<file path="config.mk">
export PLATFORM = sky130hd
export DESIGN_NAME = pwm_ramp_ctrl
export DESIGN_NICKNAME = d
export VERILOG_FILES = /design/src/rtl/pwm_ramp_ctrl.sv
export SDC_FILE = /design/constraint.sdc
export NUM_CORES = 1
export LEC_CHECK = 0
export ABC_AREA = 1
export BUFFER_PORTS_ARGS = -buffer_cell sky130_fd_sc_hd__buf_2
export CORE_MARGIN = 1
export CORE_UTILIZATION = 40
export CTS_CLUSTER_DIAMETER = 50
export DETAILED_ROUTE_END_ITERATION = 16
export PLACE_DENSITY_LB_ADDON = 0.05
export SLEW_MARGIN = 20
export SYNTH_ARGS = -nofsm -noshare
export SYNTH_HDL_FRONTEND = slang
export SYNTH_SLANG_ARGS = --single-unit
</file>
<file path="constraint.sdc">
create_clock -name clk -period 1.6 [get_ports clk]
set_input_delay 0.16 -clock clk [delete_from_list [all_inputs] [get_ports clk]]
set_output_delay 0.16 -clock clk [all_outputs]
set_load 0.05 [all_outputs]
</file>
<file path="src/rtl/pwm_ramp_ctrl.sv">
// Motor PWM duty ramp controller: slews duty toward a host target, reverses via a
// controlled stop, folds back on current limit. Define PWM_RAMP_DWELL_EN to add a dwell at zero duty.
module pwm_ramp_ctrl #(
  parameter int DWELL_TICKS = 64
) (
  input  logic       clk,
  input  logic       reset,
  input  logic       target_wr,
  input  logic [7:0] target_duty,
  input  logic       dir_req,
  input  logic [7:0] ramp_div,
  input  logic       motorena,
  input  logic       currentlimit,
  output logic [7:0] duty,
  output logic       dir,
  output logic       pwm_en,
  output logic       busy,
  output logic       ilim_active,
  output logic [2:0] state_dbg
);

  if (DWELL_TICKS < 1) begin : g_bad_dwell
    $error("DWELL_TICKS must be at least 1");
  end

  typedef enum logic [2:0] {
    IDLE = 3'd0,
    RAMP = 3'd1,
    HOLD = 3'd2,
    STOP = 3'd3
`ifdef PWM_RAMP_DWELL_EN
    , DWELL = 3'd4
`endif
  } state_t;

  state_t     state, next_state;
  logic [7:0] presc;
  logic [7:0] target, next_target;
  logic       target_dir, next_tdir;
  logic [7:0] next_duty;
  logic       next_dir;
  logic       presc_clr;
  logic       tick;
  logic       wr_ok;

`ifdef PWM_RAMP_DWELL_EN
  localparam int DW = $clog2(DWELL_TICKS + 1);
  logic [DW-1:0] dwell_cnt, next_dwell;
`endif

  assign tick  = (presc == ramp_div);
  assign wr_ok = target_wr && motorena;

  always_comb begin
    next_state  = state;
    next_duty   = duty;
    next_dir    = dir;
    next_target = target;
    next_tdir   = target_dir;
    presc_clr   = 1'b0;
`ifdef PWM_RAMP_DWELL_EN
    next_dwell  = dwell_cnt;
`endif
    // A write only replaces the pending target; the state logic below decides what it means.
    if (wr_ok) begin
      next_target = target_duty;
      next_tdir   = dir_req;
      presc_clr   = 1'b1;
    end
    case (state)
      IDLE: begin
        if (wr_ok && target_duty != 8'd0) begin
          next_state = RAMP;
          next_dir   = dir_req;
        end
      end
      RAMP, HOLD: begin
        if (wr_ok) begin
          if (dir_req != dir) begin
            if (duty != 8'd0) begin
              next_state = STOP;
            end else begin
              next_dir   = dir_req;
              next_state = (target_duty != 8'd0) ? RAMP : IDLE;
            end
          end else if (target_duty != duty) begin
            next_state = RAMP;
          end
        end else if (currentlimit) begin
          // Fold-back wins over any increase; RAMP afterwards recovers toward the target.
          next_state = RAMP;
          if (tick && duty != 8'd0) next_duty = duty - 8'd1;
        end else if (duty == target) begin
          next_state = (target == 8'd0) ? IDLE : HOLD;
        end else begin
          next_state = RAMP;
          if (tick) next_duty = (duty < target) ? duty + 8'd1 : duty - 8'd1;
        end
      end
      STOP: begin
        if (duty == 8'd0) begin
`ifdef PWM_RAMP_DWELL_EN
          next_state = DWELL;
          next_dwell = '0;
`else
          // The reversal takes the latest requested direction.
          next_dir   = next_tdir;
          next_state = RAMP;
`endif
        end else if (tick) begin
          next_duty = duty - 8'd1;
        end
      end
`ifdef PWM_RAMP_DWELL_EN
      DWELL: begin
        if (tick) begin
          if (dwell_cnt == DW'(DWELL_TICKS - 1)) begin
            next_dir   = next_tdir;
            next_state = RAMP;
          end else begin
            next_dwell = dwell_cnt + DW'(1);
          end
        end
      end
`endif
      default: next_state = IDLE;
    endcase
    if (!motorena) begin
      next_state  = IDLE;
      next_duty   = 8'd0;
      next_target = 8'd0;
      presc_clr   = 1'b1;
`ifdef PWM_RAMP_DWELL_EN
      next_dwell  = '0;
`endif
    end
  end

  always_ff @(posedge clk) begin
    if (reset) begin
      state      <= IDLE;
      duty       <= 8'd0;
      dir        <= 1'b0;
      target     <= 8'd0;
      target_dir <= 1'b0;
      presc      <= 8'd0;
    end else begin
      state      <= next_state;
      duty       <= next_duty;
      dir        <= next_dir;
      target     <= next_target;
      target_dir <= next_tdir;
      if (presc_clr || tick) presc <= 8'd0;
      else                   presc <= presc + 8'd1;
    end
  end

`ifdef PWM_RAMP_DWELL_EN
  always_ff @(posedge clk) begin
    if (reset) dwell_cnt <= '0;
    else       dwell_cnt <= next_dwell;
  end
`endif

  assign pwm_en      = motorena && (state == RAMP || state == HOLD || state == STOP);
`ifdef PWM_RAMP_DWELL_EN
  assign busy        = (state == RAMP || state == STOP || state == DWELL);
`else
  assign busy        = (state == RAMP || state == STOP);
`endif
  assign ilim_active = currentlimit && (state == RAMP || state == HOLD);
  assign state_dbg   = state;

endmodule

</file>
==> results of run 1 <==
cell type report:
| cell class | count | area [um2] | share of cell area [%] |
|---|---|---|---|
| multi-input combinational | 248 | 1700 | 54.9 |
| tap | 70 | 87.6 | 2.83 |
| sequential | 28 | 607 | 19.6 |
| clock buffer | 4 | 66.3 | 2.14 |
| inverter | 47 | 198 | 6.39 |
| timing repair buffer | 66 | 439 | 14.2 |
path summary, 6_finish.rpt:
check,startpoint,cells past startpoint,slack (ns),end
max,duty[5],11,-0.03,duty[4]
min,reset,2,0.05,target_dir
min reg2reg,presc[0],1,0.49,presc[0]
max reg2reg,duty[5],11,-0.03,duty[4]
report_power, final:
part | internal [mW] | total (mW) | switching, mW | leakage, nW
clock | 0.273 | 0.519 | 0.246 | 0.0339
combinational | 0.368 | 0.952 | 0.583 | 1.17
sequential | 0.718 | 0.747 | 0.0287 | 0.238
total | 1.36 | 2.22 | 0.858 | 1.44
state kept, by name, summed over array words and instances, names as in the netlist:
register and cells:
state_dbg 2, target_dir 1, target 8, presc 8
duty 8, dir 1
kinds of logic (layout without fill, tap and decap cells):
group,after synthesis,count (layout),share of synthesized area [%]
simple gates,168,169,35.0
buf+inv,55,117,10.5
compound gates,37,37,9.80
flops,28,28,25.5
xor+xnor,25,25,9.97
fa+ha+maj,15,15,8.55
other cells,1,1,0.171
mux,1,1,0.456
what timing repair did:
action,CTS,global route
resized for setup,24,56
pin swaps,10,24
endpoints found under the setup margin,12,14
setup buffers,0,5
cloned,1,0
per-stage QoR:
| stage | setup TNS, ns | setup WS (ns) | utilization (%) | cell area, um2 | hold WS [ns] |
|---|---|---|---|---|---|
| 2_1_floorplan | -0.437 | -0.0524 | - | 2330 | 0.232 |
| 3_3_place_gp | -0.515 | -0.0731 | 52.5 | 2740 | 0.356 |
| 3_5_place_dp | -0.747 | -0.130 | 52.5 | 2740 | 0.355 |
| 4_1_cts | -0.0286 | -0.0204 | 55.4 | 2880 | 0.0451 |
| 5_1_grt | -1.00 | -0.140 | 59.5 | 3100 | 0.0447 |
| 6_report | -0.0473 | -0.0300 | 59.5 | 3100 | 0.0497 |
cell usage in the layout, fill, tap and decap left out, types with 5 or more instances in the layout:
cell type  Yosys  layout
nor2_1        58      52
dfxtp_4        0      10
nand2_1       67      55
nand2_2        2       9
inv_2          5      14
dfxtp_1       28      11
nor3_2         2       5
o21ai_1        6       9
buf_6          1       5
xor2_1        16      16
xnor2_1        9       8
inv_4          1       7
a21oi_1       11      10
buf_2          3      33
o21ai_0       14       8
buf_4          3      27
nand3_1       15      11
dfxtp_2        0       7
ha_4           0       9
nand2_4        3       8
inv_1         41      25
cell usage after synthesis (2+ instances only):
cell      instances
xnor2_1           9
o21ai_1           6
o22ai_1           2
nand2_2           2
ha_1             15
dfxtp_1          28
inv_2             5
nor4_1            2
xor2_1           16
inv_1            41
nand3_1          15
o21ai_4           2
buf_4             3
or2_2             2
a21oi_1          11
nor3_1            6
nand3b_1          2
buf_2             3
nand2_1          67
nor2_1           58
nand2_4           3
o21ai_0          14
nand4_1           4
nor3_2            2
per-layer routing:
metal	share of wire [%]	vias to the layer above	global-route usage, %
met5	0	-	0
met4	1.8	0	7.31
met3	6.3	10	2.16
met2	45	76	35.5
met1	47	985	30.2
li1	-	1167	-
==> insert_results.sql, run 1 <==
INSERT INTO impl_metrics (metric_group, metric, value, unit) VALUES
('run_status', 'run_status', 'complete, but fails checks', ''),
('run_status', 'failed_checks', 'setup timing', ''),
('layout', 'filler_cell_count', '510', ''),
('timing', 'hold_violations', '0', ''),
('layout', 'area_growth', '41.0', '%'),
('synth', 'post_synth_instance_area', '0.00220', 'mm2'),
('drt', 'drt_first_iter_violations', '135', ''),
('synth', 'ys_types', '36', ''),
('layout', 'final_net_count', '431', ''),
('job', 'drv_cap', '0', ''),
('synth', 'yosysWarningCount', '0', ''),
('cts', 'cts.reportedPaths.clkPinSlew', '0.11', 'ns'),
('synth', 'post_synth_main_area_contributors', 'dfxtp_1, nand2_1, nor2_1', ''),
('synth', 'synthArstFlopShare', '0', '%'),
('drt', 'drt-vias-per-instance', '4.83', ''),
('power_and_ir_drop', 'max-vdd-ir-drop', '0.367', 'mV'),
('timing', 'final.setup.worst_slack', '-0.0300', 'ns'),
('setup_path', 'crit_family', 'simple AND/OR/NAND/NOR gates', ''),
('layout', 'antennaDiodeCount', '0', ''),
('placement', 'dp.final_hpwl', '4720', 'um'),
('cts', 'clk_path_buf_depth', '2', ''),
('floorplan', 'io-pin-count', '37', ''),
('setup_path', 'cp_slowest_stage_delay', '0.38', 'ns'),
('synth', 'synth_top_cell_by_area', 'dfxtp_1', ''),
('floorplan', 'die_width', '76.1', 'um'),
('cts', 'cts_num_sinks', '28', ''),
('setup_path', 'critPathCaptureType', 'flip-flop', ''),
('synth', 'synth-edff-count', '0', ''),
('synth', 'postSynthAreaPerCell', '6.65', 'um2'),
('synth', 'sequential_cell_area_fraction_in_the_yosys_report', '25.5', '%'),
('placement', 'gpl.final_weighted_congestion', '0.858', ''),
('floorplan', 'floorplan.initialDensity', '42.2', '%'),
('floorplan', 'core_box_area', '0.00520', 'mm2'),
('synth', 'synth_cells', '330', ''),
('layout', 'final_cells', '463', ''),
('timing', 'worst_skew', '0.00337', 'ns'),
('setup_path', 'cp_cell_sequence', 'ha_4, nand2_2, nor2_4, nand3_2, inv_2, o21ai_4, nand3_4, nor2_8, nand2_1, nand2_1, nor2_1', ''),
('setup_path', 'cp_data_required_time', '1.79', 'ns'),
('setup_path', 'critical_path.most_common_cell', 'nand2_1', ''),
('power_and_ir_drop', 'power.total', '2.22', 'mW'),
('synth', 'synth_nets', '367', ''),
('power_and_ir_drop', 'power.density_cell_area', '716', 'mW/mm2'),
('cts', 'cts-hold-fix-buffers', '0', ''),
('placement', 'placement.io_buffers', '35', ''),
('floorplan', 'fp.dieH', '76.1', 'um'),
('cts', 'buffer_cell_driving_the_clock_tree_root', 'clkbuf_8', ''),
('setup_path', 'cp.arrival', '1.82', 'ns'),
('global_route', 'groute.usage.overall', '21.8', '%'),
('cts', 'clock_tree.htree_level_count', '1', ''),
('drt', 'detail_route.drc_violations', '0', ''),
('synth', 'netlist.area_leader.share', '25.5', '%'),
('setup_path', 'timing.setup.critical_path_class', 'reg -> reg', ''),
('setup_path', 'critPathSlowestCell', 'dfxtp_4', ''),
('global_route', 'initial_antenna_violation_count', '0', ''),
('power_and_ir_drop', 'power.static_leakage', '1.44', 'nW'),
('setup_path', 'timing.critical_path.buf_inv', '1', ''),
('timing', 'slew_violations', '0', ''),
('cts', 'tritoncts', 'done', ''),
('global_route', 'grt_pass1_wl', '10100', 'um'),
('layout', 'final_layout_size_suffix_gt1_share', '42.5', '%'),
('timing', 'fin_crit', '1.63', 'ns'),
('synth', 'ys_ff_latch', '28', ''),
('floorplan', 'floorplan.die_area', '0.00579', 'mm2'),
('global_route', 'first_global_vias', '2164', ''),
('drt', 'dr.pass1.iters', '4', ''),
('drt', 'detailed_route_wire_length_per_cell', '13.3', 'um'),
('cts', 'cts_buffers', '3', ''),
('setup_path', 'crit_path_max_fo', '8', ''),
('drt', 'wirelength', '6180', 'um'),
('timing', 'timing.fmax', '614', 'MHz'),
('drt', 'antenna_violating_nets_post_route', '0', ''),
('global_route', 'grt_max_degree', '17', ''),
('timing', 'final.period_utilization', '102', '%'),
('hold_path', 'hold_path.class', 'in -> reg', ''),
('drt', 'detailroute.via_count', '2238', ''),
('global_route', 'globalRoute.totalOverflow', '0', ''),
('synth', 'ys_dominant_reg_cell', 'dfxtp_1', ''),
('cts', 'worstSkewPairLatency', '0.28', 'ns'),
('placement', 'place.detailed.instances', '453', ''),
('timing', 'grt_setup_unrepaired', 'yes', ''),
('floorplan', 'rows', '26', ''),
('setup_path', 'worstSetupStartpointType', 'flip-flop', ''),
('timing', 'setup-violations-final', '3', '');
Power figures use the tool's default switching activity.
==> run 2, diff against run 1 <==
CTS_BUF_LIST = sky130_fd_sc_hd__clkbuf_8   (was unset)
==> insert_results.sql, run 2 (synthesis gave the netlist of run 1 again) <==
INSERT INTO impl_metrics (metric_group, metric, value, unit) VALUES
('run_status', 'run_status', 'complete, but fails checks', ''),
('run_status', 'failed_checks', 'setup timing', ''),
('timing', 'grt_setup_unrepaired', 'yes', ''),
('cts', 'worstSkewPairLatency', '0.28', 'ns'),
('setup_path', 'cp_slowest_stage_delay', '0.38', 'ns'),
('global_route', 'groute.usage.overall', '22.0', '%'),
('cts', 'cts_num_sinks', '28', ''),
('setup_path', 'critPathCaptureType', 'flip-flop', ''),
('placement', 'dpl_worst_slack', '-0.130', 'ns'),
('setup_path', 'cp_data_required_time', '1.79', 'ns'),
('drt', 'detailed_route_wire_length_per_cell', '13.3', 'um'),
('floorplan', 'fp.dieH', '76.1', 'um'),
('timing', 'setup-violations-final', '5', ''),
('timing', 'timing.fmax', '612', 'MHz'),
('power_and_ir_drop', 'max-vdd-ir-drop', '0.366', 'mV'),
('floorplan', 'floorplan.initialDensity', '42.2', '%'),
('floorplan', 'io-pin-count', '37', ''),
('cts', 'cts.reportedPaths.clkPinSlew', '0.11', 'ns'),
('setup_path', 'cp_cell_sequence', 'ha_4, nand2_4, nor2_4, nand3_2, inv_2, o21ai_4, nand3_4, nor2_8, nand2_2, nand2_2, nor2_1', ''),
('placement', 'dp.final_hpwl', '4720', 'um'),
('cts', 'cts_buffers', '3', ''),
('hold_path', 'hold_path.class', 'in -> reg', ''),
('setup_path', 'worst-r2r-setup-slack', '-0.03', 'ns'),
('layout', 'final_cells', '463', ''),
('cts', 'clock_tree.htree_level_count', '1', ''),
('setup_path', 'critical_path.reg2reg.endpoint', 'duty[1]', ''),
('global_route', 'globalRoute.totalOverflow', '0', ''),
('drt', 'wirelength', '6140', 'um'),
('layout', 'filler_cell_count', '498', ''),
('cts', 'cts-hold-fix-buffers', '0', ''),
('layout', 'final_net_count', '431', ''),
('global_route', 'grt_max_degree', '17', ''),
('timing', 'worst_skew', '0.00292', 'ns'),
('timing', 'hold_violations', '0', ''),
('floorplan', 'floorplan.die_area', '0.00579', 'mm2'),
('drt', 'detailroute.via_count', '2243', ''),
('timing', 'final.period_utilization', '102', '%'),
('layout', 'layout.cells.most_common_list', 'nand2_1, nor2_1, buf_2', ''),
('setup_path', 'rr_worst_depth', '11', ''),
('job', 'drv_cap', '0', ''),
('placement', 'instance_area_at_placement', '0.00274', 'mm2'),
('setup_path', 'crit_path_max_fo', '8', ''),
('drt', 'drt_first_iter_violations', '111', ''),
('timing', 'fin_crit', '1.63', 'ns'),
('layout', 'design_area', '0.00314', 'mm2'),
('hold_path', 'min_delay_path_depth', '2', ''),
('placement', 'place.detailed.instances', '453', ''),
('cts', 'buffer_cell_driving_the_clock_tree_root', 'clkbuf_8', ''),
('layout', 'area_growth', '43.0', '%'),
('setup_path', 'critical_path.most_common_cell', 'nand2_2', ''),
('timing', 'final.setup.worst_slack', '-0.0348', 'ns'),
('floorplan', 'die_width', '76.1', 'um'),
('setup_path', 'timing.setup.critical_path_class', 'reg -> reg', ''),
('timing', 'slew_violations', '0', ''),
('power_and_ir_drop', 'power.static_leakage', '1.45', 'nW'),
('setup_path', 'worstSetupStartpointType', 'flip-flop', ''),
('global_route', 'grt_pass1_wl', '10200', 'um'),
('floorplan', 'core_box_area', '0.00520', 'mm2'),
('floorplan', 'rows', '26', ''),
('power_and_ir_drop', 'power.density_cell_area', '723', 'mW/mm2'),
('cts', 'tritoncts', 'done', ''),
('global_route', 'initial_antenna_violation_count', '0', ''),
('setup_path', 'startpoint', 'duty[5]', ''),
('layout', 'antennaDiodeCount', '0', ''),
('setup_path', 'cp-endpoint', 'duty[1]', ''),
('placement', 'placement.io_buffers', '35', ''),
('layout', 'registers_with_the_most_flip_flops', 'duty x8, presc x8, target x8', ''),
('drt', 'antenna_violating_nets_post_route', '0', ''),
('layout', 'mostFrequentLayoutCell', 'nand2_1', ''),
('setup_path', 'cp.arrival', '1.82', 'ns'),
('layout', 'final_layout_size_suffix_gt1_share', '43.8', '%'),
('setup_path', 'critPathSlowestCell', 'dfxtp_4', ''),
('setup_path', 'r2r_start', 'duty[5]', ''),
('placement', 'gpl.final_weighted_congestion', '0.858', ''),
('global_route', 'first_global_vias', '2160', ''),
('drt', 'dr.pass1.iters', '4', ''),
('drt', 'drt-vias-per-instance', '4.84', ''),
('cts', 'clk_path_buf_depth', '2', ''),
('drt', 'detail_route.drc_violations', '0', '');
[run 2: cell types whose count changed in the layout (fill, tap and decap cells not counted), sizes merged]
cell / delta
bufinv: +1
clkbuf: -1
[run 2: worst min-delay path by stage]
stage	start	endpoint
global route	reset	target_dir
detailed placement	reset	target_dir
global placement	reset	target_dir
CTS	reset	target_dir
finish	reset	target_dir
floorplan	reset	target_dir
[run 2: critical path, delay by kind of cell (launching register included)]
family	cells	cell delay [ns]
buf+inv	1	0.05
fa+ha+maj	1	0.25
flops	1	0.38
compound gates	1	0.16
simple gates	8	0.69
[run 2: cell type report]
class	count	area, um2	share of cell area [%]
clock buffer	3	41.3	1.32
clock inverter	1	30.0	0.957
inverter	47	205	6.54
multi-input combinational	248	1730	55.1
sequential	28	609	19.4
tap	70	87.6	2.79
timing repair buffer	66	435	13.9
[run 2: repair_timing]
item | CTS | global route
buffers inserted | 1 | 4
cloned | 1 | 0
endpoints found under the setup margin | 12 | 14
pin swaps | 18 | 19
gates resized for setup | 31 | 56
endpoints found under the hold margin | 0 | 0
[run 2: power by group]
part / total, mW / switching, mW / internal, mW
Sequential: 0.749 / 0.0308 / 0.719
Clock: 0.579 / 0.243 / 0.335
Combinational: 0.941 / 0.576 / 0.365
Total: 2.27 / 0.851 / 1.42
[run 2: per-stage QoR]
step	hold slack, ns	power [mW]	setup TNS (ns)	utilization (%)
global placement	0.356	1.50	-0.515	52.5
detailed placement	0.355	1.50	-0.747	52.5
global route	0.0445	2.41	-0.854	60.3
floorplan	0.232	1.31	-0.437	-
finish	0.0503	2.27	-0.0856	60.3
CTS	0.0451	2.15	-0.0471	56.1
[run 2: layer usage]
| layer | part of all wire (%) | global-route usage [%] | wire (um) | vias up |
|---|---|---|---|---|
| met1 | 48 | 30.1 | 2960 | 1010 |
| met4 | 1.8 | 6.73 | 109 | 0 |
| met2 | 45 | 35.9 | 2750 | 64 |
| met5 | 0 | 0 | 0 | - |
| li1 | - | - | - | 1159 |
| met3 | 5.1 | 2.75 | 313 | 10 |
